==> src/rtl/syn_down_c.sv <==
// Synchronous down counter with load, halt-at-zero or wrap mode,
// registered borrow pulse and sticky done flag.
module syn_down_c #(
   parameter int reg_size = 4
) (
   input  logic                clk,
   input  logic                clr,
   input  logic                en,
   input  logic                ld,
   input  logic [reg_size-1:0] d,
   input  logic                stop,
   output logic [reg_size-1:0] q,
   output logic                tc,
   output logic                bo,
   output logic                done
);

   logic                zero;
   logic                one;
   logic                cnt;
   logic [reg_size-1:0] tog;

   assign zero = (q == '0);
   assign one  = (q == reg_size'(1));
   assign tc   = zero;

   // Halted at zero in stop mode: the chain stays frozen.
   assign cnt  = en & ~(zero & stop);

   assign tog[0] = cnt;

   for (genvar j = 1; j < reg_size; j++) begin : g_tog
      assign tog[j] = cnt & (q[j-1:0] == '0);
   end

   always_ff @(posedge clk) begin
      if (clr) begin
         q    <= '0;
         bo   <= 1'b0;
         done <= 1'b0;
      end else if (ld) begin
         q    <= d;
         bo   <= 1'b0;
         done <= 1'b0;
      end else begin
         q  <= q ^ tog;
         bo <= cnt & zero;
         if (cnt & stop & one)
            done <= 1'b1;
      end
   end

endmodule

==> config.mk <==
export PLATFORM = sky130hd
export DESIGN_NAME = syn_down_c
export DESIGN_NICKNAME = d
export VERILOG_FILES = /design/src/rtl/syn_down_c.sv
export SDC_FILE = /design/constraint.sdc
export NUM_CORES = 1
export LEC_CHECK = 0
export ABC_AREA = 1
export CORE_AREA = 5 5 42 44
export DETAILED_ROUTE_END_ITERATION = 7
export DIE_AREA = 0 0 47 49
export GPL_TIMING_DRIVEN = 1
export PLACE_DENSITY = 0.65
export SYNTH_ARGS = -nofsm -noshare
export SYNTH_HDL_FRONTEND = slang
export SYNTH_SLANG_ARGS = --single-unit
==> constraint.sdc <==
create_clock -name clk -period 1.3 [get_ports clk]
set_clock_uncertainty 0.1 [all_clocks]
set_input_delay 0.26 -clock clk [delete_from_list [all_inputs] [get_ports clk]]
set_output_delay 0.26 -clock clk [all_outputs]
set_load 0.02 [all_outputs]
==> qor.txt, run 1 <==
Reg area: 127.6 sq um
Clk pin slew, worst setup/hold paths: 50 ps
Die Wd: 47 microns
Fin crit period: 1452 ps
Final worst-path cycle share: 111.7%
Crit path required time: 1350 ps
Psw: 0.2121 mW
Core area: 1401 sq um
CTS tree: yes
Yosys warning count: 0
Routed WL per cell: 9.851 microns
Clock Path Buffers: 2
Slew headroom: 86.14%
Vias per cell: 4.138
GR Util met1: 9.011%
Setup Viol. Count Final: 2
Fmax: 0.6888 GHz
Crit-path cells: buf_6, nor2_4, nand3_2, nand2_2, inv_2, ha_4, xor2_2, o21ai_1, inv_1
All-Layer GR Usage: 8.451%
Final Hold Viols: 0
Layout cells sized above 1: 51.28%
Synth-to-Final Area Change: 110.0%
H-tree level count: 1
Synth Register Bits: 6
Post-synthesis sequential area ratio: 38.25%
Die area: 2303 sq um
Failing checks: setup timing
Final wirelength: 926 microns
Cell Area, Synth: 314.1 sq um
Crit Path Max Fanout: 3
Final GP Congestion: 0.7745
Most numerous cell in the Yosys netlist: nand2_1
Pre-CTS setup slack: -379.7 ps
DRT Pass-1 Iters: 4
CTS hold repair buffers: 0
Remaining global-route overflow: 0
Synth top cells by count: nand2_1, dfxtp_1, inv_2
# rows: 14
Pwr Total: 0.6610 mW
Clock root buffer: clkbuf_4
Switching share of total power: 32.08%
Top cell type's share of synthesized area: 38.25%
Slew @ Worst Pin: 205.7 ps
Top cell family by delay on the critical path: flip-flops
Mean Syn Cell Area: 6.979 sq um
DR DRC count: 0
P_int: 0.4490 mW
I/O Pins: 16
Synth area leader: dfxtp_1
Area of the multi-input gates: 205.2 sq um
First-pass GRT wire length: 1.324 mm
Worst Path Buf+Inv: 3
Hold_ws: 342.0 ps
Largest stage delay, worst path: 340 ps
Vias: 389
VDD IR-drop max: 440.7 uV
Met3 Use GR: 6.642%
Setup slack, reg-to-reg: -150 ps
GR Util met2: 11.54%
Combinational power share: 38.0%
EDFF count, synth: 0
Post-Syn Instances: 45
Ys async rst share: 0%
Dominant synthesized flop cell: dfxtp_1
Arrival time worst endpoint: 1500 ps
Worst Hold Class: reg -> reg
Syn nets: 55
Post-Place Cells: 88
Vias in the first global route: 348
Power per Cell Area: 1002 nW/um^2
Slowest stage cell on the critical path: dfxtp_4
Max-slew violations: 0
Initial core utilization: 22.41%
Most used routing layer: met2
Post-Layout Cell Count: 94
RSZ-0062 raised after global routing: true
CTS sink cnt: 6
Initial drt markers: 7
Synth cell types: 16
# diodes: 0
Dpl cell area: 604.3 sq um
Worst skew pair latency: 260 ps
CP Launch Type: flop
Crit Path Class: reg -> reg
Setup TNS: -203.1 ps
Largest net degree at the start of global routing: 8
DP HPWL: 669.5 microns
Post-layout util: 47.05%
Post-route ant nets: 0
Final worst slack: -151.9 ps
Critical Path End Type: flop
Synth area leaders: dfxtp_1, nand2_1, inv_2
Lkg Pwr: 0.3162 nW
Status: finished, violations left
Initial antenna violation count: 0
Fillcell total: 157
Part of the power in the clock network: 30.7%
Final Cell Area: 659.4 sq um
Seq pwr share: 31.3%
Total of max-cap violations: 0
Total CTS buffers: 3
Fin nets: 89
PortBufs: 15
Vert. Die Dim: 49 microns
## cells in the final DEF, fill, tap and decap left out
| master | n |
|---|---|
| buf_4 | 12 |
| clkdlybuf4s50_1 | 8 |
| nand2_1 | 7 |
| inv_2 | 5 |
| inv_1 | 4 |
| a21oi_2 | 3 |
| nor2_1 | 3 |
| clkbuf_4 | 3 |
| buf_2 | 3 |
| buf_6 | 3 |
| dfxtp_2 | 3 |
| nor2_4 | 2 |
| nand3_2 | 2 |
| nor3_1 | 2 |
| o21ai_1 | 2 |
| o21ai_0 | 2 |
| nand3_1 | 2 |
| dfxtp_1 | 2 |
| dlygate4sd2_1 | 2 |
| nand2_2 | 1 |
| nand4_1 | 1 |
| a21oi_1 | 1 |
| xor2_2 | 1 |
| ha_4 | 1 |
| clkbuf_1 | 1 |
| clkdlybuf4s15_1 | 1 |
| dfxtp_4 | 1 |
## per-layer routing
metal  wire length, microns  share of wire, %
met5                      0                 0
met2                    422                46
met4                     12               1.3
met3                     97                10
met1                    394                43
## cell type report
cell class                      instances  share of cell area, %
Clock buffer                            4                  3.985
Inverter                                9                  5.123
Multi-Input combinational cell         30                  31.12
Sequential cell                         6                  19.35
Tap cell                               16                  3.036
Timing Repair Buffer                   29                  37.38
## state kept, by name (all words and copies together) (netlist names)
register / cells
q: 4
done: 1
bo: 1
## power groups by stage
| stage | logic, mW | clock network (mW) | registers, mW |
|---|---|---|---|
| 2_1_floorplan | 0.0790 | 0 | 0.237 |
| 4_1_cts | 0.224 | 0.207 | 0.206 |
| 5_1_grt | 0.270 | 0.228 | 0.208 |
| 6_report | 0.251 | 0.203 | 0.207 |
| 3_3_place_gp | 0.228 | 0 | 0.209 |
| 3_5_place_dp | 0.229 | 0 | 0.209 |
## final timing paths
path                            cells after the start              start                 to
worst max-delay path                                9    q[2]$_SDFF_PP0_    q[1]$_SDFF_PP0_
worst min-delay path                                2  done$_SDFFE_PP0P_  done$_SDFFE_PP0P_
worst max register to register                      9    q[2]$_SDFF_PP0_    q[1]$_SDFF_PP0_
worst min register to register                      2  done$_SDFFE_PP0P_  done$_SDFFE_PP0P_
## logic make-up after synthesis
group | count (synthesis) | share of synthesized area [%]
AO/OA/AOI/OAI | 8 | 13.94
XOR/XNOR | 1 | 2.789
adder cells (fa/ha/maj) | 1 | 3.983
buffers and inverters | 9 | 10.76
flip-flops | 6 | 38.25
AND/OR/NAND/NOR | 20 | 30.28
## worst reg2reg max path, delay by kind of cell, from the launching register on
family	cells	cell delay (ps)
flip-flops	1	340
AND/OR/NAND/NOR	3	280
buffers and inverters	3	210
adder cells (fa/ha/maj)	1	150
XOR/XNOR	1	140
AO/OA/AOI/OAI	1	130
## what timing repair did
action,4_1_cts,5_1_grt
resized for setup,21,9
pin swaps,5,8
buffers inserted,1,2
setup endpoints to repair,9,6
Note: power is estimated with default switching activity, not from simulation.
==> run 2: changes to the inputs <==
--- a/config.mk
+++ b/config.mk
@@ -6,6 +6,7 @@
 export NUM_CORES = 1
 export LEC_CHECK = 0
 export ABC_AREA = 1
+export ABC_CLOCK_PERIOD_IN_PS = 1300
 export CORE_AREA = 5 5 42 44
 export DETAILED_ROUTE_END_ITERATION = 7
 export DIE_AREA = 0 0 47 49
==> results of run 2 <==
Final layout, timing and power as in run 1 (identical DEF).
==> run 3: changes to the inputs <==
--- a/config.mk
+++ b/config.mk
@@ -7,6 +7,7 @@
 export LEC_CHECK = 0
 export ABC_AREA = 1
 export ABC_CLOCK_PERIOD_IN_PS = 1300
+export CAP_MARGIN = 0
 export CORE_AREA = 5 5 42 44
 export DETAILED_ROUTE_END_ITERATION = 7
 export DIE_AREA = 0 0 47 49
==> results of run 3 <==
Final layout, timing and power as in run 1 (identical DEF).
